<file path="src/rtl/display_arbiter.sv">
// display_arbiter
//   Decides who owns the shared 4-digit 7-segment display: the free-running
//   clock, one of four service blocks, or the alarm. The alarm preempts all
//   other owners. Also drives the digit scan (active-low anode plus BCD digit)
//   and blinks the edited digit while S1 (time set) or S2 (alarm set) owns
//   the display.
// Ports
//   clk, resetn        rising-edge clock, synchronous active-low reset
//   req[3:0]           service request levels ([3]=S1 .. [0]=S4)
//   done[3:0]          one-cycle finish pulses, same bit order as req
//   alarm_ring         alarm level; preempts every other owner
//   num_clk, num_s1..4 4-digit BCD display sources ([3:0] = rightmost digit)
//   sel_s1, sel_s2     one-hot edited-digit select for S1 / S2
//   grant[3:0]         one-hot current owner, 0 when there is none
//   conflict           IDLE with more than one eligible request
//   anode[3:0]         active-low digit enable
//   digit[3:0]         BCD value for the enabled digit
module display_arbiter #(
  parameter int SCAN_DIV  = 4,
  parameter int BLINK_DIV = 8
) (
  input  logic        clk,
  input  logic        resetn,
  input  logic [3:0]  req,
  input  logic [3:0]  done,
  input  logic        alarm_ring,
  input  logic [15:0] num_clk,
  input  logic [15:0] num_s1,
  input  logic [15:0] num_s2,
  input  logic [15:0] num_s3,
  input  logic [15:0] num_s4,
  input  logic [3:0]  sel_s1,
  input  logic [3:0]  sel_s2,
  output logic [3:0]  grant,
  output logic        conflict,
  output logic [3:0]  anode,
  output logic [3:0]  digit
);

  localparam int DW = (SCAN_DIV  > 1) ? $clog2(SCAN_DIV)  : 1;
  localparam int FW = (BLINK_DIV > 1) ? $clog2(BLINK_DIV) : 1;

  typedef enum logic [1:0] {IDLE, GRANT, RELEASE, ALARM} state_t;

  state_t        state_q, state_d;
  logic [3:0]    grant_q, grant_d;
  logic          conflict_q, conflict_d;
  logic [3:0]    lock_q, lock_d;
  logic [3:0]    anode_q, anode_d;
  logic [3:0]    digit_q, digit_d;
  logic [1:0]    idx_q, idx_d;
  logic [DW-1:0] div_cnt_q, div_cnt_d;
  logic [FW-1:0] frame_cnt_q, frame_cnt_d;
  logic          blink_q, blink_d;

  logic [3:0]    elig, lock_set;
  logic          one_elig, multi_elig;
  logic          div_wrap, frame_adv, frame_wrap, blank;
  logic [15:0]   src;

  // Ownership FSM and lockout
  always_comb begin
    elig       = req & ~lock_q;
    one_elig   = (elig != 4'd0) && ((elig & (elig - 4'd1)) == 4'd0);
    multi_elig = (elig != 4'd0) && !one_elig;
    state_d    = state_q;
    grant_d    = grant_q;
    conflict_d = 1'b0;
    lock_set   = 4'd0;
    unique case (state_q)
      IDLE: begin
        grant_d = 4'd0;
        if (alarm_ring) state_d = ALARM;
        else if (one_elig) begin
          state_d = GRANT;
          grant_d = elig;
        end else conflict_d = multi_elig;
      end
      GRANT: begin
        // A finish pulse from the owner locks it even when the alarm wins.
        lock_set = done & grant_q;
        if (alarm_ring) begin
          state_d = ALARM;
          grant_d = 4'd0;
        end else if (lock_set != 4'd0 || (req & grant_q) == 4'd0) begin
          state_d = RELEASE;
          grant_d = 4'd0;
        end
      end
      RELEASE: begin
        state_d = IDLE;
        grant_d = 4'd0;
      end
      ALARM: begin
        grant_d = 4'd0;
        if (!alarm_ring) state_d = IDLE;
      end
      default: begin
        state_d = IDLE;
        grant_d = 4'd0;
      end
    endcase
    // A lowered request always clears its lock, including in the setting cycle.
    lock_d = (lock_q | lock_set) & req;
  end

  // Digit scan and blink timing
  always_comb begin
    div_wrap    = (div_cnt_q == DW'(SCAN_DIV - 1));
    div_cnt_d   = div_wrap ? '0 : div_cnt_q + 1'b1;
    idx_d       = div_wrap ? idx_q + 2'd1 : idx_q;
    frame_adv   = div_wrap && (idx_q == 2'd3);
    frame_wrap  = frame_adv && (frame_cnt_q == FW'(BLINK_DIV - 1));
    frame_cnt_d = frame_adv ? (frame_wrap ? '0 : frame_cnt_q + 1'b1) : frame_cnt_q;
    blink_d     = blink_q ^ frame_wrap;

    src = num_clk;
    if (state_q == ALARM) src = 16'h8888;
    else if (state_q == GRANT) begin
      unique case (grant_q)
        4'b1000: src = num_s1;
        4'b0100: src = num_s2;
        4'b0010: src = num_s3;
        4'b0001: src = num_s4;
        default: src = num_clk;
      endcase
    end

    // grant_q is only nonzero in GRANT, so no extra state test is needed.
    blank = blink_q && ((state_q == ALARM) ||
                        (grant_q[3] && sel_s1[idx_q]) ||
                        (grant_q[2] && sel_s2[idx_q]));

    // The slot is latched at the wrap edge, so a source change waits for it.
    anode_d = anode_q;
    digit_d = digit_q;
    if (div_wrap) begin
      anode_d = blank ? 4'b1111 : ~(4'b0001 << idx_q);
      digit_d = src[{idx_q, 2'b00} +: 4];
    end
  end

  always_ff @(posedge clk) begin
    if (!resetn) begin
      state_q     <= IDLE;
      grant_q     <= 4'd0;
      conflict_q  <= 1'b0;
      lock_q      <= 4'd0;
      anode_q     <= 4'b1111;
      digit_q     <= 4'd0;
      idx_q       <= 2'd0;
      div_cnt_q   <= '0;
      frame_cnt_q <= '0;
      blink_q     <= 1'b0;
    end else begin
      state_q     <= state_d;
      grant_q     <= grant_d;
      conflict_q  <= conflict_d;
      lock_q      <= lock_d;
      anode_q     <= anode_d;
      digit_q     <= digit_d;
      idx_q       <= idx_d;
      div_cnt_q   <= div_cnt_d;
      frame_cnt_q <= frame_cnt_d;
      blink_q     <= blink_d;
    end
  end

  assign grant    = grant_q;
  assign conflict = conflict_q;
  assign anode    = anode_q;
  assign digit    = digit_q;

endmodule

</file>
<file path="config.mk">
export PLATFORM = sky130hd
export DESIGN_NAME = display_arbiter
export DESIGN_NICKNAME = d
export VERILOG_FILES = /design/src/rtl/display_arbiter.sv
export SDC_FILE = /design/constraint.sdc
export NUM_CORES = 1
export LEC_CHECK = 0
export CORE_MARGIN = 3
export CORE_UTILIZATION = 42
export DETAILED_ROUTE_END_ITERATION = 7
export PLACE_DENSITY = 0.82
export SETUP_SLACK_MARGIN = 0.1
export SLEW_MARGIN = 5
export SYNTH_ARGS = -nofsm -noshare
export SYNTH_HDL_FRONTEND = slang
export SYNTH_SLANG_ARGS = --single-unit
</file>
<file path="constraint.sdc">
create_clock -name clk -period 4.07 [get_ports clk]
set_input_delay 0.814 -clock clk [delete_from_list [all_inputs] [get_ports clk]]
set_output_delay 0.814 -clock clk [all_outputs]
set_load 0.01 [all_outputs]
</file>
# Word level (Yosys, flattened, before mapping)
# Index checks and enable logic that the tools add are counted.
# word_totals
inputBits	99
reg_bits	27
# classes
n_lt_le_gt_ge	1
eq_ne	13
shifts	2
reduce_logical	20
add_sub_neg	4
muxes	21
bitwise_logic	11
# ops
cell	n
16-bit one-hot mux with 4 select lines	1
16-bit two-way mux	2
4-bit two-way mux	6
4-bit bitwise AND	5
16-bit by 5-bit indexed part select with 4-bit output	1
4-bit one-hot mux with 3 select lines	1
2-bit two-way mux	5
2-bit == test, second input constant	4
4-bit zero test	2
4-bit NOT	2
2-bit one-hot mux with 4 select lines	1
4-bit nonzero test	2
1-bit logical AND	7
3-bit inequality test, second input constant	2
2-bit by 1-bit adder with 2-bit output, second input constant	2
1-bit binary-select mux with 2-bit select	2
4-bit by 1-bit == test with 1-bit output, second input constant	1
4-bit by 2-bit == test with 1-bit output, second input constant	1
4-bit by 3-bit == test with 1-bit output, second input constant	1
4-bit == test, second input constant	1
4-bit bitwise OR	1
2-bit OR reduction	2
4-bit OR reduction	1
1-bit by 2-bit << shifter with 4-bit output, first input constant	1
14 further kinds	18

# Longest topological paths before layout
# logic_depth
depth_word	9
depth_mapped	8
mapped_depth_nobuf	7

# Least setup slack after synthesis
# No wires, ideal clock.
# synth_timing
path_kind	input-to-reg
from	input port req[2]
to	register state_q[0]
t_arrival_ns	1.777
setup_ns	0.122
stages	7
slack_ns	2.172
cell_sequence	nor2b_1 > clkbuf_1 > xor2_1 > nand2_1 > o211ai_1 > a21oi_1 > o311a_1
# synth_between
elab_chain_len	7
elab_cells_between_ends	12
# synth_rtl
item	line_no	source
start, declared	24	input logic [3:0] req,
4-bit bitwise AND	63	elig = req & ~lock_q;
4-bit by 1-bit subtractor with 4-bit output	64	one_elig = (elig != 4'd0) && ((elig & (elig - 4'd1)) == 4'd0);
4-bit bitwise AND	64	
4-bit zero test	64	
1-bit logical AND	64	
3-bit inequality test (no line)	--	
3-bit AND reduction (no line) (*)	--	
end signal, assigned	156	state_q <= state_d;
end, declared	45	state_t state_q, state_d;
# Every way passes the cells marked *; elsewhere a longest branch is shown, timed or not.
# A chain may end at the register's enable or synchronous reset.

# Worst setup path after layout
# layout_timing
from	register grant_q[3], in the netlist grant[3]
to	register digit_q[1], in the netlist digit[1]
# layout_between
elab_chain_len	5
elab_cells_between_ends	8
# layout_rtl
item	line_no	source
start, declared	46	logic [3:0] grant_q, grant_d;
start signal, assigned	157	grant_q <= grant_d;
4-bit by 1-bit == test with 1-bit output (tied with other cells)	120	unique case (grant_q)
16-bit one-hot mux with 4 select lines (*)	120	
16-bit two-way mux (*)	119	else if (state_q == GRANT) begin
16-bit two-way mux (*)	118	if (state_q == ALARM) src = 16'h8888;
16-bit by 5-bit indexed part select with 4-bit output (*)	139	digit_d = src[{idx_q, 2'b00} +: 4];
end signal, assigned	161	digit_q <= digit_d;
end, declared	50	logic [3:0] digit_q, digit_d;
# Marks and branches as above.

==> flow_results.org <==
** Placement
- Detailed placement ended at an HPWL of 5410 um.
- Including well taps, the total number of placed cells is 429.
- The congestion estimate from routability-driven global placement came to 0.901.
- Port-buffer cells :: 111
- At the placement stage, the worst setup path has a slack of 1.21 ns.
- Placed instance area :: 0.00326 sq mm

** Drt
- Detailed Route Iter0 Violations :: 132
- The routed layout has 2508 vias.
- Summed over all layers, the routed wires come to 6930 um.
- First drt pass iteration count :: 4
- # DRC :: 0
- Dividing the detail-routed wire length by the instance count gives 16.0 um.
- Using the TritonRoute via totals, the vias-per-cell ratio works out to 5.79.
- Count of nets left with antenna violations after detail routing :: 0

** Yosys
- Post-synth top flop :: sky130_fd_sc_hd__dfxtp_1
- Number of distinct standard cells referenced by the synthesized netlist :: 47
- Averaged over all synthesized cells, the footprint is 7.95 sq um.
- Of the post-synthesis cell area, the dominant cell type holds 0.251.
- Post-Synthesis Cells :: 271
- Post-synthesis cell type with the largest combined area :: sky130_fd_sc_hd__dfxtp_1
- For this run, the number of Yosys warnings is 0.
- The synthesized design contains 27 register bits.
- Post-synthesis net count :: 377
- Top cells by area in the synthesized netlist :: sky130_fd_sc_hd__dfxtp_1 25%, sky130_fd_sc_hd__a22oi_1 13%, sky130_fd_sc_hd__nor2b_1 6.7%
- Counting flops with an async set or reset pin after synthesis yields a share of 0.
- Of the synthesized area, sequential elements account for 0.251.
- EDFF count, synth :: 0
- In this run the cell area of the synthesized design comes to 0.00215 sq mm.

** Clock network
- After clock tree synthesis, the repair step resized 0 gates.
- Buffer count from post-CTS setup fixing :: 0
- CTS built an H-tree with a depth of 1.
- Cell at the root of the clock tree :: sky130_fd_sc_hd__clkbuf_8
- Clock tree sinks :: 27
- After clock tree synthesis, the clock-pin slew on the worst setup and hold paths is 0.10 ns.
- Maximum number of buffers from clock root to sink :: 2
- Clock latency reported for the late side of the worst-skew pair :: 0.28 ns
- For this design, the CTS-stage hold fixing added 0 buffers.
- TritonCTS created 3 clock buffers.
- TritonCTS clock tree :: built

** Final layout
- Sequential Area :: 541 sq um
- FILL cells :: 422
- Leaving out fill and tap cells, the most frequent cell in the layout is sky130_fd_sc_hd__clkdlybuf4s50_1.
- Of the cells placed in the final design, the portion with a size suffix greater than 1 is 0.0355.
- The library cells used most frequently in the layout, excluding fill and tap cells, are 111 x sky130_fd_sc_hd__clkdlybuf4s50_1, 36 x sky130_fd_sc_hd__a22oi_1, 30 x sky130_fd_sc_hd__nand2_1.
- Area growth from synthesis to final layout :: 53.6%
- Final cell area excluding filler cells :: 0.00331 sq mm
- The net count of the finished layout is 473.
- Final Non-Filler Cells :: 433
- The repair_antennas step left the layout with diodes totalling 0.
- In the final layout, the multi-input gates occupy 0.00150 sq mm.

** Timing
- In the finished design, the share of the clock period the worst path needs comes to 0.700.
- Highest clock frequency the design can meet :: 351 MHz
- Slew HR :: 0.432
- # setup viols final :: 0
- Total count of max-transition violations in the final report :: 0
- The final count of hold timing violations was 0.
- Final hold analysis gives a worst-case slack of 0.466 ns.
- After layout, the minimum clock period comes to 2.85 ns.
- Final TNS setup :: 0 ns
- Worst Setup Slack, final :: 1.22 ns
- Setup repair after global routing left no endpoint under its margin.
- Actual slew at the worst max-slew pin :: 0.849 ns
- The clock arrives with 0.00710 ns of skew.

** Global route
- Across every metal layer, demand over resource in global routing totals 0.226.
- Largest net degree at the start of global routing :: 30
- The first global-routing pass estimated 11400 um of wire.
- Number of antenna violations at the first check in global routing :: 0
- Number of global-route vias before repair :: 2471
- The total overflow left after global routing is 0.

** Critical path
- Worst-path maximum fanout :: 25
- RR Startpoint :: grant[3]$_SDFFE_PN0P_
- For the worst setup path, the data required time is 4.23 ns.
- The worst setup path is launched from a register.
- Arrival time at the worst endpoint :: 3.01 ns
- Critical Path Max Stage Delay :: 0.67 ns
- The slowest stage of the critical path belongs to the cell sky130_fd_sc_hd__dfxtp_1.
- Element type at the critical path end :: register
- Start point of the critical path :: grant[3]$_SDFFE_PN0P_
- Walking the worst path, the cells encountered are nor2b_1 > nand2_1 > a21boi_4 > mux2_1 > o22ai_1 > a32oi_1.
- The critical path is of the register to register type.

** Floorplan
- Die boundary width :: 77.6 um
- 112 I/O pins were placed.
- Placeable core region :: 0.00485 sq mm
- Number of placement rows :: 25
- The initial utilization of the core area, before any placement, comes to 0.444.
- The die is 77.6 um tall.
- The die covers 0.00602 sq mm.

** Power
- The worst-case IR drop observed on VDD is 175 uV.
- Lkg Pwr :: 1.11 nW
- PwrDens :: 187 mW/mm^2

** Min path
- Min-Delay Path Class :: register to register
- The worst hold path begins at div_cnt_q[0]$_SDFF_PP0_.

** Job
- Max-cap violations in this run came to 0.

** Run status
- The run finished with clean final reports.
-- flip-flops by register name, summed over array words and instances, names as in the netlist --
| name | cells |
|---|---|
| digit | 4 |
| lock_q | 4 |
| idx_q | 2 |
| frame_cnt_q | 3 |
| div_cnt_q | 2 |
| anode | 4 |
| blink_q | 1 |
| state_q | 2 |
| grant | 4 |
| conflict | 1 |
-- path summary, 6_finish.rpt --
path	endpoint	slack, ns	cells past startpoint
worst max-delay path	digit[1]$_SDFFE_PN0P_	1.22	6
worst min-delay path	div_cnt_q[0]$_SDFF_PP0_	0.47	1
worst max register to register	digit[1]$_SDFFE_PN0P_	1.22	6
worst min register to register	div_cnt_q[0]$_SDFF_PP0_	0.47	1
-- worst max-delay path: cells and delay by family (launching register included) --
kind / cells / cell delay (ns)
muxes: 1 / 0.39
AOI/OAI and AO/OA: 3 / 0.80
DFF: 1 / 0.67
and+or+nand+nor: 2 / 0.87
-- synthesized netlist by cell type, types with 4 or more instances --
library cell / number
sky130_fd_sc_hd__a21oi_1: 10
sky130_fd_sc_hd__o221ai_1: 7
sky130_fd_sc_hd__nand3_1: 4
sky130_fd_sc_hd__nand2_1: 30
sky130_fd_sc_hd__a31oi_1: 4
sky130_fd_sc_hd__o21ai_0: 10
sky130_fd_sc_hd__or2_2: 4
sky130_fd_sc_hd__nand2b_1: 4
sky130_fd_sc_hd__o22ai_1: 10
sky130_fd_sc_hd__mux2_1: 4
sky130_fd_sc_hd__inv_1: 5
sky130_fd_sc_hd__nor2_1: 12
sky130_fd_sc_hd__ha_1: 7
sky130_fd_sc_hd__a22oi_1: 36
sky130_fd_sc_hd__a32oi_1: 5
sky130_fd_sc_hd__o211ai_1: 9
sky130_fd_sc_hd__nor2b_1: 23
sky130_fd_sc_hd__dfxtp_1: 27
sky130_fd_sc_hd__clkbuf_1: 13
-- metal layers --
layer	vias up	GRT usage	routed length (um)
met1	1146	0.287	2950
met3	6	0.0406	541
li1	1228	-	-
met2	128	0.394	3370
met5	-	0	0
met4	0	0.0516	61
-- through the flow --
| stage | utilization | power (mW) |
|---|---|---|
| after floorplan | - | 0.347 |
| after global placement | 0.672 | 0.463 |
| after detailed placement | 0.672 | 0.465 |
| after CTS | 0.682 | 0.623 |
| after global routing | 0.682 | 0.653 |
| final | 0.682 | 0.617 |
-- final cells by class --
cell class,instances,share of cell area
tap,67,0.0253
sequential,27,0.163
multi-input combinational,218,0.453
inverter,5,0.00568
timing repair buffer,112,0.338
clock inverter,1,0.00227
clock buffer,3,0.0125
-- cells by family (layout without fill, tap and decap cells) --
| group | count (synthesis) | in the layout | share of synthesized area |
|---|---|---|---|
| DFF | 27 | 27 | 0.251 |
| buffers and inverters | 26 | 121 | 0.0540 |
| AOI/OAI and AO/OA | 107 | 107 | 0.368 |
| muxes | 9 | 9 | 0.0558 |
| and+or+nand+nor | 92 | 92 | 0.218 |
| xor gates and xnor gates | 3 | 3 | 0.0122 |
| adders and majority gates | 7 | 7 | 0.0407 |
-- power by group --
part / switching, mW / internal, mW
logic: 0.0580 / 0.118
clock network: 0.0867 / 0.0695
registers: 0.0117 / 0.273
total: 0.156 / 0.461
Power figures use the tool's default switching activity.
